`src/rtl/lsu.sv`:
```
// Load/store unit: one data-memory transaction per accepted request over a req/gnt/rvalid bus.
// Loads return lane-aligned, sign/zero-extended data; ready stays low while busy.
module lsu (
    input  logic        clk_i,
    input  logic        rst_i,
    input  logic        lsu_valid_i,
    input  logic        lsu_we_i,
    input  logic [1:0]  lsu_size_i,
    input  logic        lsu_unsigned_i,
    input  logic [31:0] lsu_addr_i,
    input  logic [31:0] lsu_wdata_i,
    input  logic [4:0]  lsu_rd_i,
    output logic        lsu_ready_o,
    output logic        lsu_done_o,
    output logic [31:0] lsu_rdata_o,
    output logic [4:0]  lsu_rd_o,
    output logic        lsu_misalign_o,
    output logic        mem_req_o,
    output logic        mem_we_o,
    output logic [3:0]  mem_be_o,
    output logic [31:0] mem_addr_o,
    output logic [31:0] mem_wdata_o,
    input  logic        mem_gnt_i,
    input  logic        mem_rvalid_i,
    input  logic [31:0] mem_rdata_i
);

    localparam logic [1:0] SizeByte = 2'b00;
    localparam logic [1:0] SizeHalf = 2'b01;
    localparam logic [1:0] SizeWord = 2'b10;

    typedef enum logic [2:0] {
        s_idle  = 3'd0,
        s_req   = 3'd1,
        s_wait  = 3'd2,
        s_done  = 3'd3,
        s_misal = 3'd4
    } state_t;

    state_t state_q, state_d;

    // Captured request attributes
    logic [1:0]  addr_lo_q, addr_lo_d;
    logic [1:0]  size_q, size_d;
    logic        uns_q, uns_d;
    logic        we_q, we_d;
    logic [4:0]  rd_q, rd_d;

    // Registered outputs
    logic        ready_q, ready_d;
    logic        done_q, done_d;
    logic        misalign_q, misalign_d;
    logic [31:0] rdata_q, rdata_d;
    logic [4:0]  rd_out_q, rd_out_d;
    logic        req_q, req_d;
    logic        mem_we_q, mem_we_d;
    logic [3:0]  be_q, be_d;
    logic [31:0] maddr_q, maddr_d;
    logic [31:0] mwdata_q, mwdata_d;

    logic        accept;
    logic        misal;
    logic [3:0]  be_calc;
    logic [31:0] wdata_calc;
    logic [31:0] shifted;
    logic [31:0] load_ext;

    // ready_q mirrors (state_q == s_idle), so accept is decided in IDLE only
    assign accept = lsu_valid_i & ready_q;

    always_comb begin
        misal = 1'b0;
        unique case (lsu_size_i)
            SizeByte: misal = 1'b0;
            SizeHalf: misal = lsu_addr_i[0];
            SizeWord: misal = |lsu_addr_i[1:0];
            default:  misal = 1'b1;
        endcase
    end

    always_comb begin
        be_calc    = 4'b0000;
        wdata_calc = lsu_wdata_i;
        unique case (lsu_size_i)
            SizeByte: begin
                be_calc    = 4'b0001 << lsu_addr_i[1:0];
                wdata_calc = {4{lsu_wdata_i[7:0]}};
            end
            SizeHalf: begin
                be_calc    = 4'b0011 << {lsu_addr_i[1], 1'b0};
                wdata_calc = {2{lsu_wdata_i[15:0]}};
            end
            default: begin
                be_calc    = 4'b1111;
                wdata_calc = lsu_wdata_i;
            end
        endcase
    end

    always_comb begin
        shifted  = mem_rdata_i >> {addr_lo_q, 3'b000};
        load_ext = shifted;
        unique case (size_q)
            SizeByte: load_ext = {{24{shifted[7] & ~uns_q}}, shifted[7:0]};
            SizeHalf: load_ext = {{16{shifted[15] & ~uns_q}}, shifted[15:0]};
            default:  load_ext = shifted;
        endcase
    end

    // State register
    always_ff @(posedge clk_i) begin
        if (rst_i) begin
            state_q <= s_idle;
        end else begin
            state_q <= state_d;
        end
    end

    // Next-state logic
    always_comb begin
        state_d = state_q;
        unique case (state_q)
            s_idle: begin
                if (accept) begin
                    state_d = misal ? s_misal : s_req;
                end
            end
            s_req: begin
                if (mem_gnt_i) begin
                    state_d = s_wait;
                end
            end
            s_wait: begin
                if (mem_rvalid_i) begin
                    state_d = s_done;
                end
            end
            s_done:  state_d = s_idle;
            s_misal: state_d = s_idle;
            default: state_d = s_idle;
        endcase
    end

    // Output/datapath next values; every output is a register driven from state_d
    always_comb begin
        addr_lo_d  = addr_lo_q;
        size_d     = size_q;
        uns_d      = uns_q;
        we_d       = we_q;
        rd_d       = rd_q;
        rdata_d    = rdata_q;
        rd_out_d   = rd_out_q;
        mem_we_d   = mem_we_q;
        be_d       = be_q;
        maddr_d    = maddr_q;
        mwdata_d   = mwdata_q;

        ready_d    = (state_d == s_idle);
        done_d     = (state_d == s_done);
        misalign_d = (state_d == s_misal);
        req_d      = (state_d == s_req);

        if (state_q == s_idle && accept) begin
            addr_lo_d = lsu_addr_i[1:0];
            size_d    = lsu_size_i;
            uns_d     = lsu_unsigned_i;
            we_d      = lsu_we_i;
            rd_d      = lsu_rd_i;
            if (!misal) begin
                mem_we_d = lsu_we_i;
                be_d     = be_calc;
                maddr_d  = {lsu_addr_i[31:2], 2'b00};
                mwdata_d = wdata_calc;
            end
        end

        if (state_q == s_wait && mem_rvalid_i) begin
            rdata_d  = we_q ? 32'h0 : load_ext;
            rd_out_d = we_q ? 5'd0 : rd_q;
        end
    end

    always_ff @(posedge clk_i) begin
        if (rst_i) begin
            addr_lo_q  <= 2'b00;
            size_q     <= 2'b00;
            uns_q      <= 1'b0;
            we_q       <= 1'b0;
            rd_q       <= 5'd0;
            ready_q    <= 1'b1;
            done_q     <= 1'b0;
            misalign_q <= 1'b0;
            rdata_q    <= 32'h0;
            rd_out_q   <= 5'd0;
            req_q      <= 1'b0;
            mem_we_q   <= 1'b0;
            be_q       <= 4'b0000;
            maddr_q    <= 32'h0;
            mwdata_q   <= 32'h0;
        end else begin
            addr_lo_q  <= addr_lo_d;
            size_q     <= size_d;
            uns_q      <= uns_d;
            we_q       <= we_d;
            rd_q       <= rd_d;
            ready_q    <= ready_d;
            done_q     <= done_d;
            misalign_q <= misalign_d;
            rdata_q    <= rdata_d;
            rd_out_q   <= rd_out_d;
            req_q      <= req_d;
            mem_we_q   <= mem_we_d;
            be_q       <= be_d;
            maddr_q    <= maddr_d;
            mwdata_q   <= mwdata_d;
        end
    end

    assign lsu_ready_o    = ready_q;
    assign lsu_done_o     = done_q;
    assign lsu_misalign_o = misalign_q;
    assign lsu_rdata_o    = rdata_q;
    assign lsu_rd_o       = rd_out_q;
    assign mem_req_o      = req_q;
    assign mem_we_o       = mem_we_q;
    assign mem_be_o       = be_q;
    assign mem_addr_o     = maddr_q;
    assign mem_wdata_o    = mwdata_q;

endmodule

```
`config.mk`:
```
export PLATFORM = sky130hd
export DESIGN_NAME = lsu
export DESIGN_NICKNAME = d
export VERILOG_FILES = /design/src/rtl/lsu.sv
export SDC_FILE = /design/constraint.sdc
export NUM_CORES = 1
export LEC_CHECK = 0
export CORE_ASPECT_RATIO = 0.5
export CORE_MARGIN = 4
export CORE_UTILIZATION = 39
export CTS_BUF_LIST = sky130_fd_sc_hd__clkbuf_16
export CTS_CLUSTER_DIAMETER = 60
export DETAILED_ROUTE_END_ITERATION = 10
export GPL_TIMING_DRIVEN = 0
export PLACE_DENSITY_LB_ADDON = 0.25
export SETUP_SLACK_MARGIN = 0.05
export SLEW_MARGIN = 20
export SYNTH_ARGS = -nofsm -noshare
export SYNTH_HDL_FRONTEND = slang
export SYNTH_SLANG_ARGS = --single-unit
```
`constraint.sdc`:
```
create_clock -name clk_i -period 1.84 [get_ports clk_i]
set_clock_uncertainty 0.1 [all_clocks]
set_input_delay 0.368 -clock clk_i [delete_from_list [all_inputs] [get_ports clk_i]]
set_output_delay 0.368 -clock clk_i [all_outputs]
set_load 0.1 [all_outputs]
```
==> results of run 1 <==
[routing by layer]
layer / track usage [%] / up-vias / share of wire (%)
met1: 28.67 / 2533 / 43
met2: 40.39 / 199 / 48
li1: - / 2580 / -
met3: 8.045 / 25 / 7.5
met4: 6.686 / 0 / 1.5
met5: 0 / - / 0
[cell families after synthesis]
kind of cell / after synthesis
AND/OR/NAND/NOR: 202
AO/OA/AOI/OAI: 171
flip-flops: 122
buffers and inverters: 55
multiplexers: 45
other: 1
[state kept, by name (all words and copies together), names as in the netlist]
register and flops:
lsu_rdata_o 32, mem_wdata_o 32, mem_addr_o 30, lsu_rd_o 5, rd_q 5, mem_be_o 4, state_q 3, addr_lo_q 2
size_q 2, lsu_done_o 1, lsu_misalign_o 1, lsu_ready_o 1, mem_req_o 1, mem_we_o 1, uns_q 1, we_q 1
[final timing paths]
kind / slack [ns] / to / startpoint
min: 0.32 / state_q[0]$_SDFF_PP0_ / rst_i
max: -0.002 / lsu_rdata_o[18]$_SDFFE_PP0P_ / state_q[2]$_SDFF_PP0_
min reg2reg: 0.35 / mem_addr_o[27]$_SDFFE_PP0P_ / mem_addr_o[27]$_SDFFE_PP0P_
max reg2reg: -0.002 / lsu_rdata_o[18]$_SDFFE_PP0P_ / state_q[2]$_SDFF_PP0_
[cells in the final DEF (no fill, tap or decap), drive strengths merged, types with 2 or more instances in the layout]
cell type      netlist  routed
nand3b               6       6
o211ai               9       9
clkbuf              27      45
nor4b                3       3
clkinv               1      10
a211oi              10      10
nor2                46      46
nor4bb               2       2
clkdlybuf4s18        0      41
nor2b                9       9
clkdlybuf4s15        0      15
and3                 8       8
a2bb2oi              9       9
inv                  3       5
clkdlybuf4s50        0     104
a22o                 7       7
nor3                 2       2
mux2i               43      43
a311oi              10      10
o21ai               18      18
a32oi                7       7
nand2b               3       3
nand2              116     116
clkinvlp             0       2
a211o                7       7
a21oi               72      72
o21bai              18      18
dlygate4sd2          0       4
conb                 1       2
dfxtp              122     122
buf                 24      84
[worst max-delay path: stages (launching register included)]
cell       delay [ns]
dfxtp_4          0.37
nand4bb_4        0.25
or3_4            0.38
a2111oi_4        0.36
buf_4            0.21
o21bai_1         0.10
[cell usage after synthesis (all sizes together)]
| cell | number | area share (%) |
|---|---|---|
| a2111oi | 1 | 0.53 |
| a211o | 7 | 1.2 |
| a211oi | 10 | 1.4 |
| a21o | 1 | 0.14 |
| a21oi | 72 | 6.9 |
| a22o | 7 | 1.2 |
| a22oi | 1 | 0.14 |
| a2bb2oi | 9 | 1.5 |
| a311oi | 10 | 1.7 |
| a32oi | 7 | 1.2 |
| and2 | 1 | 0.12 |
| and3 | 8 | 0.96 |
| buf | 24 | 2.5 |
| clkbuf | 27 | 2.0 |
| clkinv | 1 | 0.072 |
| conb | 1 | 0.072 |
| dfxtp | 122 | 47 |
| inv | 3 | 0.22 |
| mux2 | 1 | 0.22 |
| mux2i | 43 | 8.3 |
| mux4 | 1 | 0.43 |
| nand2 | 116 | 8.4 |
| nand2b | 3 | 0.36 |
| nand3 | 1 | 0.096 |
| nand3b | 6 | 0.87 |
| nand4bb | 1 | 0.53 |
| nor2 | 46 | 3.3 |
| nor2b | 9 | 1.1 |
| nor3 | 2 | 0.19 |
| nor4b | 3 | 0.51 |
| nor4bb | 2 | 0.38 |
| o211a | 1 | 0.19 |
| o211ai | 9 | 1.3 |
| o21ai | 18 | 1.7 |
| o21bai | 18 | 2.6 |
| or2 | 1 | 0.12 |
| or3 | 1 | 0.22 |
| or3b | 1 | 0.17 |
| or4b | 1 | 0.19 |
[area by class of cell]
type | count | share of cell area, %
antenna | 1 | 0.03053
buffer | 50 | 4.381
clock buffer | 17 | 5.190
clock inverter | 14 | 1.114
inverter | 4 | 0.1832
multi-input combinational | 420 | 31.96
sequential | 122 | 30.00
tap | 170 | 2.595
timing repair buffer | 226 | 24.55
[power by group through the flow]
stage | combinational (W) | clock, W | sequential (W)
final | 0.00220 | 0.00296 | 0.00289
after global routing | 0.00232 | 0.00313 | 0.00291
after CTS | 0.00219 | 0.00301 | 0.00289
after detailed placement | 0.00216 | 0 | 0.00293
after global placement | 0.00214 | 0 | 0.00293
after floorplan | 0.000600 | 0 | 0.00380
[through the flow]
stage / total power [W] / TNS, ns
global route: 0.008356 / -0.7940
global placement: 0.005070 / -78.96
finish: 0.008049 / -0.003030
CTS: 0.008079 / 0
floorplan: 0.004400 / 0
detailed placement: 0.005094 / -83.37
[timing repair]
| item | CTS | global route |
|---|---|---|
| resized for setup | 406 | 141 |
| setup endpoints to repair | 212 | 185 |
| pin swaps | 3 | 7 |
| hold endpoints to repair | 0 | 0 |
| cloned | 0 | 1 |
| buffers inserted | 7 | 2 |
==> reports/metrics.yaml, run 1 <==
status:
  outcome: "finished, violations left"
  violations: "setup timing"
floorplan:
  coreArea_um2: 12840
  num_io_pins: 220
  dieArea_um2: 15360
  fp.dieH_um: 89.66
  rows: 29
  fp.dieW_um: 171.3
  start_util_pct: 40.49
routing:
  vias: 5337
  first_pass_iters: 5
  wl_um: 18360
  vias_per_cell: 5.212
  antenna_left: 0
  drc: 0
  routedWlPerCell_um: 17.93
  drt_iter0_drc: 356
power_and_ir_drop:
  intPower_w: 0.005293
  ir_drop_uv: 520.4
  combPwrFrac_pct: 27.4
  p_sw_share_pct: 34.23
  p_sw_w: 0.002755
  power.share.clock_pct: 36.7
  p_leak_nw: 3.279
  p_per_area_nw_per_um2: 982.0
  seq_power_share_pct: 35.9
timing:
  rsz0062_at_grt: "true"
  hold_violations: 0
  drv_slew: 0
  fin_crit_sh_pct: 100.1
  fmax_ghz: 0.5428
  worstMarginPinSlew_ns: 0.7266
  timing.hold.ws_ns: 0.3171
  fin_crit_ns: 1.842
  slew_headroom_pct: 51.38
  setup_violations: 3
  setup_ws_ns: -0.002346
grt:
  grt_pass1_vias: 5287
  grt_pass1_wl_um: 27970
  grt_start_max_net_pins: 17
  overflow: 0
  antenna_found_initial: 1
  grt_use_total_pct: 23.53
synthesis:
  ys_seq_area_share_pct: 46.96
  synth_xor_area_share_pct: 0
  ys.warnings.count: 0
  synth_cells: 596
  synth_seq_cells: 122
  synthDistinctLibCells: 43
  avgSynthCellArea_um2: 8.727
  synth_fa_ha_area_share_pct: 0
  netlist_area_um2: 5201
  synth-compound-area-share_pct: 21.75
  synth_top_family_by_area: "compound AO/OA/AOI/OAI gates"
  synth.area.mux_share_pct: 8.925
  synthSimpleGateAreaFrac_pct: 17.49
worst_setup_path:
  end_kind: "flop"
  cp_max_fo: 6
  arrival_ns: 2.08
  r2r_cells: 5
  cp_data_required_time_ns: 2.07
  path_class: "reg2reg"
  critPathLaunchType: "flop"
placed_design:
  place_ws_ns: -0.9079
  dp_hpwl_um: 13430
  placed_cell_area_um2: 7602
  place.gp.congestion: 0.8341
  dp.cells: 983
  io_buffers: 216
clock_network:
  cts_tree: "done"
  insertion_delay_ns: 0.41
  cts_buffers: 17
  path_clk_slew_ns: 0.05
  cts_hold_buffers: 0
  cts.sinks: 122
  cts.htree.levels: 4
  cts-root-buf: "clkbuf_16"
  cts_buffer_depth: 2
finish:
  fillCellCount: 1160
  final_cell_area_um2: 8197
  seq_area_um2: 2459
  syn_to_final_growth_pct: 57.59
  nNetsFinal: 951
  drive_gt1_share_pct: 23.92
  multi_input_area_um2: 2620
  final_cells: 1024
  fin_util_pct: 63.81
run:
  maxCapViolCount: 0
hold_path:
  worstHoldPathCells: 3
  hold_class: "in2reg"
Note: power is estimated with default switching activity, not from simulation.
==> run 2, diff against run 1 <==
ABC_AREA = 1   (was default)
REMOVE_ABC_BUFFERS = 1   (was default)
SLEW_MARGIN = default   (was 20)
==> reports/metrics.yaml, run 2 <==
status:
  outcome: "finished, final reports clean"
floorplan:
  coreArea_um2: 13030  # +1.4%
  start_util_pct: 41.11  # +0.62 points
  dieArea_um2: 15780  # +2.8%
  num_io_pins: 220  # unchanged
  fp.dieW_um: 173.7  # +1.4%
  rows: 29  # unchanged
  fp.dieH_um: 90.86  # +1.3%
synthesis:
  synth_common_cells: "nand2_1 (185), dfxtp_1 (122), nor2_1 (120)"
  synth-main-ff-cell: "dfxtp_1"
  synth_fa_ha_area_share_pct: 0  # unchanged
  synth_edf_count: 0  # unchanged
  synth_xor_area_share_pct: 0  # unchanged
  ys.warnings.count: 0  # unchanged
  synth_top_family_by_area: "simple AND/OR/NAND/NOR gates"
  yosysMostFrequentCell: "nand2_1"
  synth_seq_cells: 122  # unchanged
  ys_top_cells_by_area: "dfxtp_1 (46%), nand2_1 (13%), a21oi_1 (8.9%), nor2_1 (8.4%), o21ai_0 (7.0%)"
  netlist_area_um2: 5355  # +3.0%
  synthDistinctLibCells: 26  # -40%
  synthSimpleGateAreaFrac_pct: 27.03  # +9.5 points
  synth_top_area_cell: "dfxtp_1"
  avgSynthCellArea_um2: 7.102  # -19%
  ys_seq_area_share_pct: 45.61  # -1.3 points
  synth_cells: 754  # +27%
  synth.area.mux_share_pct: 0  # -8.9 points
  ys_async_sr_fraction_pct: 0  # unchanged
  synth-compound-area-share_pct: 19.28  # -2.5 points
  yosysTopAreaCellShare_pct: 45.61  # -1.3 points
timing:
  fin_crit_ns: 1.778  # -0.06396 ns
  worstMarginPinSlew_ns: 0.6184  # -0.1082 ns
  tns_ns: 0  # +0.003030 ns
  drv_slew: 0  # unchanged
  fin_crit_sh_pct: 96.65  # -3.5 points
  setup_violations: 0  # -3
  rsz0062_at_grt: "true"
  hold_violations: 0  # unchanged
  slew_headroom_pct: 58.71  # +7.3 points
  fmax_ghz: 0.5623  # +3.6%
power_and_ir_drop:
  p_leak_nw: 3.526  # +7.5%
  ir_drop_uv: 569.3  # +9.4%
  p_per_area_nw_per_um2: 1111  # +13%
worst_setup_path:
  path_cells: "clkdlybuf4s18_2"
  path_delay_family: "buffers and inverters"
  arrival_ns: 1.31  # -0.77 ns
  critPathBufInv: 1  # unchanged
  critPathLaunchType: "flop"
  cp_max_fo: 2  # -4
  critPathMaxStageDelay_ns: 0.55  # +0.17 ns
  end_kind: "primary output"
  path_class: "reg2out"
  critPathSlowestCell: "clkdlybuf4s18_2"
  cp_data_required_time_ns: 1.37  # -0.70 ns
routing:
  routedWlPerCell_um: 16.08  # -10%
  vias_per_cell: 5.047  # -3.2%
  vias: 5754  # +7.8%
  wl_um: 18330  # -0.17%
  first_pass_iters: 5  # unchanged
  drc: 0  # unchanged
  antenna_left: 0  # unchanged
  drt_iter0_drc: 482  # +35%
clock_network:
  insertion_delay_ns: 0.40  # about the same
  cts_tree: "done"
  path_clk_slew_ns: 0.05  # about the same
  cts_buffer_depth: 2  # unchanged
  cts_hold_buffers: 0  # unchanged
  cts_buffers: 17  # unchanged
  cts.sinks: 122  # unchanged
  cts-root-buf: "clkbuf_16"
  cts.htree.levels: 4  # unchanged
grt:
  grt_start_max_net_pins: 51  # +34
  grt_use_total_pct: 22.47  # -1.1 points
  grt_pass1_vias: 5557  # +5.1%
  overflow: 0  # unchanged
  antenna_found_initial: 0  # -1
  grt_pass1_wl_um: 28990  # +3.6%
placed_design:
  dp_hpwl_um: 11190  # -17%
  place.gp.congestion: 0.7886  # -5.5%
  io_buffers: 217  # +0.46%
  dp.cells: 1088  # +11%
finish:
  final_cells: 1140  # +11%
  syn_to_final_growth_pct: 54.00
  antennaDiodeCount: 0  # -1
  drive_gt1_share_pct: 19.07  # -4.8 points
  nNetsFinal: 1068  # +12%
  final_cell_mix: "nand2_1 (185), nor2_1 (120), dfxtp_1 (119)"
  mostFrequentLayoutCell: "nand2_1"
  fillCellCount: 1199  # +3.4%
run:
  maxCapViolCount: 0  # unchanged
hold_path:
  hold_class: "in2reg"
run 2: changes by cell type in the layout (fill, tap and decap cells not counted), sizes merged, moves of 12 or more:
cell,before,now
inv,5,22
nor2,46,128
o21bai,18,0
mux2i,43,0
nand3,1,36
clkdlybuf4s18,41,53
a21oi,72,95
buf,84,53
clkbuf,45,18
o21ai,18,94
nand2,116,186
run 2: through the flow:
stage                     area [um^2]  hold WS [ns]  power (W)  setup WS (ns)  util, %
after floorplan                  5017        0.3353   0.004710         -1.429        -
after global placement           7402        0.3474   0.005478         -3.158    56.82
after detailed placement         7463        0.3539   0.005515         -2.373    57.30
after CTS                        8458        0.3173   0.009193        0.04999    64.93
after global routing             8247        0.2868   0.009545        0.04275    63.31
final                            8247        0.2646   0.009160        0.06161    63.31
run 2: final cells by class:
type | count | area (um^2) | share of cell area, %
inverters | 23 | 115.1 | 1.396
well taps | 170 | 212.7 | 2.579
multi-input cells | 557 | 2576 | 31.24
clock buffers | 17 | 425.4 | 5.159
repair inverters | 3 | 22.52 | 0.2731
flip-flops and latches | 122 | 2454 | 29.75
clock inverters | 14 | 203.9 | 2.473
repair buffers | 234 | 2237 | 27.13
run 2: cells by family (layout without fill, tap and decap cells):
family	after synthesis	after routing
flops	122	122
simple gates	350	355
buf+inv	81	291
other cells	1	2
compound gates	200	200
run 2: worst paths after layout:
path                                                    end                         from  cells past startpoint  slack, ns
worst min-delay path               mem_be_o[2]$_SDFFE_PP0P_                lsu_addr_i[1]                      3       0.26
worst max-delay path                            mem_be_o[3]     mem_be_o[3]$_SDFFE_PP0P_                      1       0.06
worst min register to register  lsu_rdata_o[1]$_SDFFE_PP0P_  lsu_rdata_o[1]$_SDFFE_PP0P_                      2       0.36
worst max register to register     mem_be_o[3]$_SDFFE_PP0P_        state_q[1]$_SDFF_PP0_                      7       0.16
run 2: repair_timing:
action | CTS | global route
resized for setup | 364 | 125
pin swaps | 4 | 6
setup endpoints to repair | 219 | 174
gates cloned | 8 | 2
buffers inserted | 10 | 1
run 2: layer usage:
metal / vias up / wire length (um) / track usage, %
li1: 2890 / - / -
met1: 2661 / 8125 / 27.50
met2: 187 / 8749 / 39.24
met3: 16 / 1246 / 6.274
met4: 0 / 204 / 5.727
met5: - / 0 / 0
run 2: worst register-to-register path, cell delays in order, from the launching register on:
cell	delay, ns
dfxtp_1	0.37
nor2_4	0.18
nand4_4	0.15
nor2_4	0.25
buf_12	0.18
inv_12	0.09
nor2_4	0.14
a21oi_1	0.09
run 2: report_power, final:
part           switching [W]  internal, W  total, W  leakage [nW]
logic                0.00189     0.000702   0.00259          2.22
clock network        0.00121      0.00238   0.00359         0.305
registers           0.000139      0.00283   0.00297         0.996
==> run 3, diff against run 2 <==
CORE_UTILIZATION = 45   (was 39)
CTS_BUF_LIST = default   (was sky130_fd_sc_hd__clkbuf_16)
clock period = 2.1 ns   (was 1.84 ns; I/O delays follow)
==> reports/metrics.yaml, run 3 (synthesis results as in run 2) <==
grt:
  antenna_found_initial: 0  # unchanged
  grt_pass1_vias: 5460  # -1.7%
  grt_use_total_pct: 24.45  # +2.0 points
  grt_start_max_net_pins: 51  # unchanged
  overflow: 0  # unchanged
  grt_pass1_wl_um: 27520  # -5.1%
worst_setup_path:
  startpoint: "mem_rvalid_i"
  r2r_setup_slack_ns: 0.19  # +0.03 ns
  critPathBufInv: 2  # +1
  reg2reg_from: "addr_lo_q[1]$_SDFFE_PP0P_"
  r2r-end: "lsu_rdata_o[24]$_SDFFE_PP0P_"
  path_cells: "clkdlybuf4s50_1 -> nand4_2 -> clkinvlp_4 -> nand3_1 -> a21oi_1"
  r2r_cells: 6  # -1
  end_kind: "flop"
  cp_max_fo: 18  # +16
  critPathMaxStageDelay_ns: 0.50  # -0.05 ns
  path_delay_family: "buffers and inverters"
  cp_data_required_time_ns: 2.32  # +0.95 ns
  critPathLaunchType: "primary input"
  arrival_ns: 2.16  # +0.85 ns
  path_depth: 5  # +4
  path_class: "in2reg"
  critPathSlowestCell: "clkdlybuf4s50_1"
finish:
  drive_gt1_share_pct: 18.21  # -0.86 points
  final_cell_mix: "nand2_1 (185), nor2_1 (120), dfxtp_1 (119)"
  final_cells: 1120  # -1.8%
  mostFrequentLayoutCell: "nand2_1"
  fillCellCount: 882  # -26%
  syn_to_final_growth_pct: 54.60
  nNetsFinal: 1059  # -0.84%
  antennaDiodeCount: 0  # unchanged
timing:
  slew_headroom_pct: 52.78  # -5.9 points
  worstMarginPinSlew_ns: 0.7072  # +0.08882 ns
  fmax_ghz: 0.5147
  setup_violations: 0  # unchanged
  drv_slew: 0  # unchanged
  hold_violations: 0  # unchanged
  fin_crit_ns: 1.943
  rsz0062_at_grt: "true"
  fin_crit_sh_pct: 92.53
routing:
  drc: 0  # unchanged
  vias: 5830  # +1.3%
  antenna_left: 0  # unchanged
  wl_um: 17560  # -4.2%
  vias_per_cell: 5.205  # +3.1%
  routedWlPerCell_um: 15.68  # -2.5%
  first_pass_iters: 5  # unchanged
  drt_iter0_drc: 477  # -1.0%
power_and_ir_drop:
  power_w: 0.007645  # -17%
  ir_drop_uv: 676.9  # +19%
  p_leak_nw: 3.333  # -5.5%
  p_per_area_nw_per_um2: 923.4  # -17%
floorplan:
  rows: 27  # -6.9%
  fp.dieW_um: 162.3  # -6.6%
  start_util_pct: 47.32  # +6.2 points
  dieArea_um2: 13820  # -12%
  num_io_pins: 220  # unchanged
  coreArea_um2: 11320  # -13%
  fp.dieH_um: 85.14  # -6.3%
placed_design:
  dp.cells: 1076  # -1.1%
  place.gp.congestion: 0.8449  # +7.1%
  dp_hpwl_um: 11020  # -1.6%
  io_buffers: 217  # unchanged
hold_path:
  worstHoldStart: "rd_q[0]$_SDFFE_PP0P_"
  worstHoldPathCells: 2  # -1
  min_to: "lsu_rd_o[0]$_SDFFE_PP0P_"
  hold_class: "reg2reg"
clock_network:
  cts_buffer_depth: 2  # unchanged
  cts.sinks: 122  # unchanged
  path_clk_slew_ns: 0.05  # about the same
  cts_tree: "done"
  cts_buffers: 17  # unchanged
  cts-root-buf: "clkbuf_16"
  insertion_delay_ns: 0.40  # about the same
  cts.htree.levels: 4  # unchanged
status:
  outcome: "finished, final reports clean"
run:
  maxCapViolCount: 0  # unchanged
-- run 3: worst max path at each step --
stage	to	slack, ns
floorplan	mem_be_o[0]$_SDFFE_PP0P_	-1.17
global route	lsu_rdata_o[3]$_SDFFE_PP0P_	0.02
detailed placement	mem_be_o[3]$_SDFFE_PP0P_	-2.06
finish	lsu_rdata_o[7]$_SDFFE_PP0P_	0.16
CTS	lsu_done_o	0.05
global placement	mem_be_o[0]$_SDFFE_PP0P_	-2.90
-- run 3: power by group --
part	switching, W	internal (W)
Sequential	0.000128	0.00248
Clock	0.00103	0.00180
Combinational	0.00162	0.000593
-- run 3: per-stage QoR --
step	worst slack (ns)	util, %	cell area [um^2]	setup TNS (ns)	hold WS (ns)
3_3_place_gp	-2.902	65.28	7388	-242.90	0.3509
4_1_cts	0.05310	72.60	8217	0	0.3605
6_report	0.1570	73.16	8279	0	0.3603
3_5_place_dp	-2.061	65.79	7446	-142.55	0.3550
2_1_floorplan	-1.169	-	5017	-65.94	0.3353
5_1_grt	0.01942	73.16	8279	0	0.3730
-- run 3: cell type report --
type / count / area [um^2] / share of cell area (%)
multi-input combinational: 555 / 2534 / 30.60
sequential: 122 / 2449 / 29.58
timing repair buffer: 227 / 2410 / 29.11
clock buffer: 23 / 467.9 / 5.652
tap: 159 / 198.9 / 2.403
inverter: 23 / 105.1 / 1.269
clock inverter: 8 / 95.09 / 1.149
timing repair inverter: 3 / 20.02 / 0.2418
-- run 3: timing repair --
item                                    4_1_cts  5_1_grt
hold buffers                                  0        0
setup buffers                                 4        3
cloned                                        4        2
endpoints found under the setup margin      217       85
resized for setup                           340        9
pin swaps                                     3        1
-- run 3: routing by layer --
layer	up-vias	wire length (um)	track usage [%]
met4	0	283	6.907
met5	-	0	0
met3	32	1762	8.540
li1	2867	-	-
met2	262	8213	41.34
met1	2669	7297	29.79
-- run 3: worst reg2reg max path, stage by stage, from the launching register on --
cell	delay [ns]
dfxtp_2	0.52
clkinvlp_4	0.32
nand3_1	0.23
nand3_4	0.18
nand3_4	0.24
nand2_1	0.09
a21oi_1	0.14
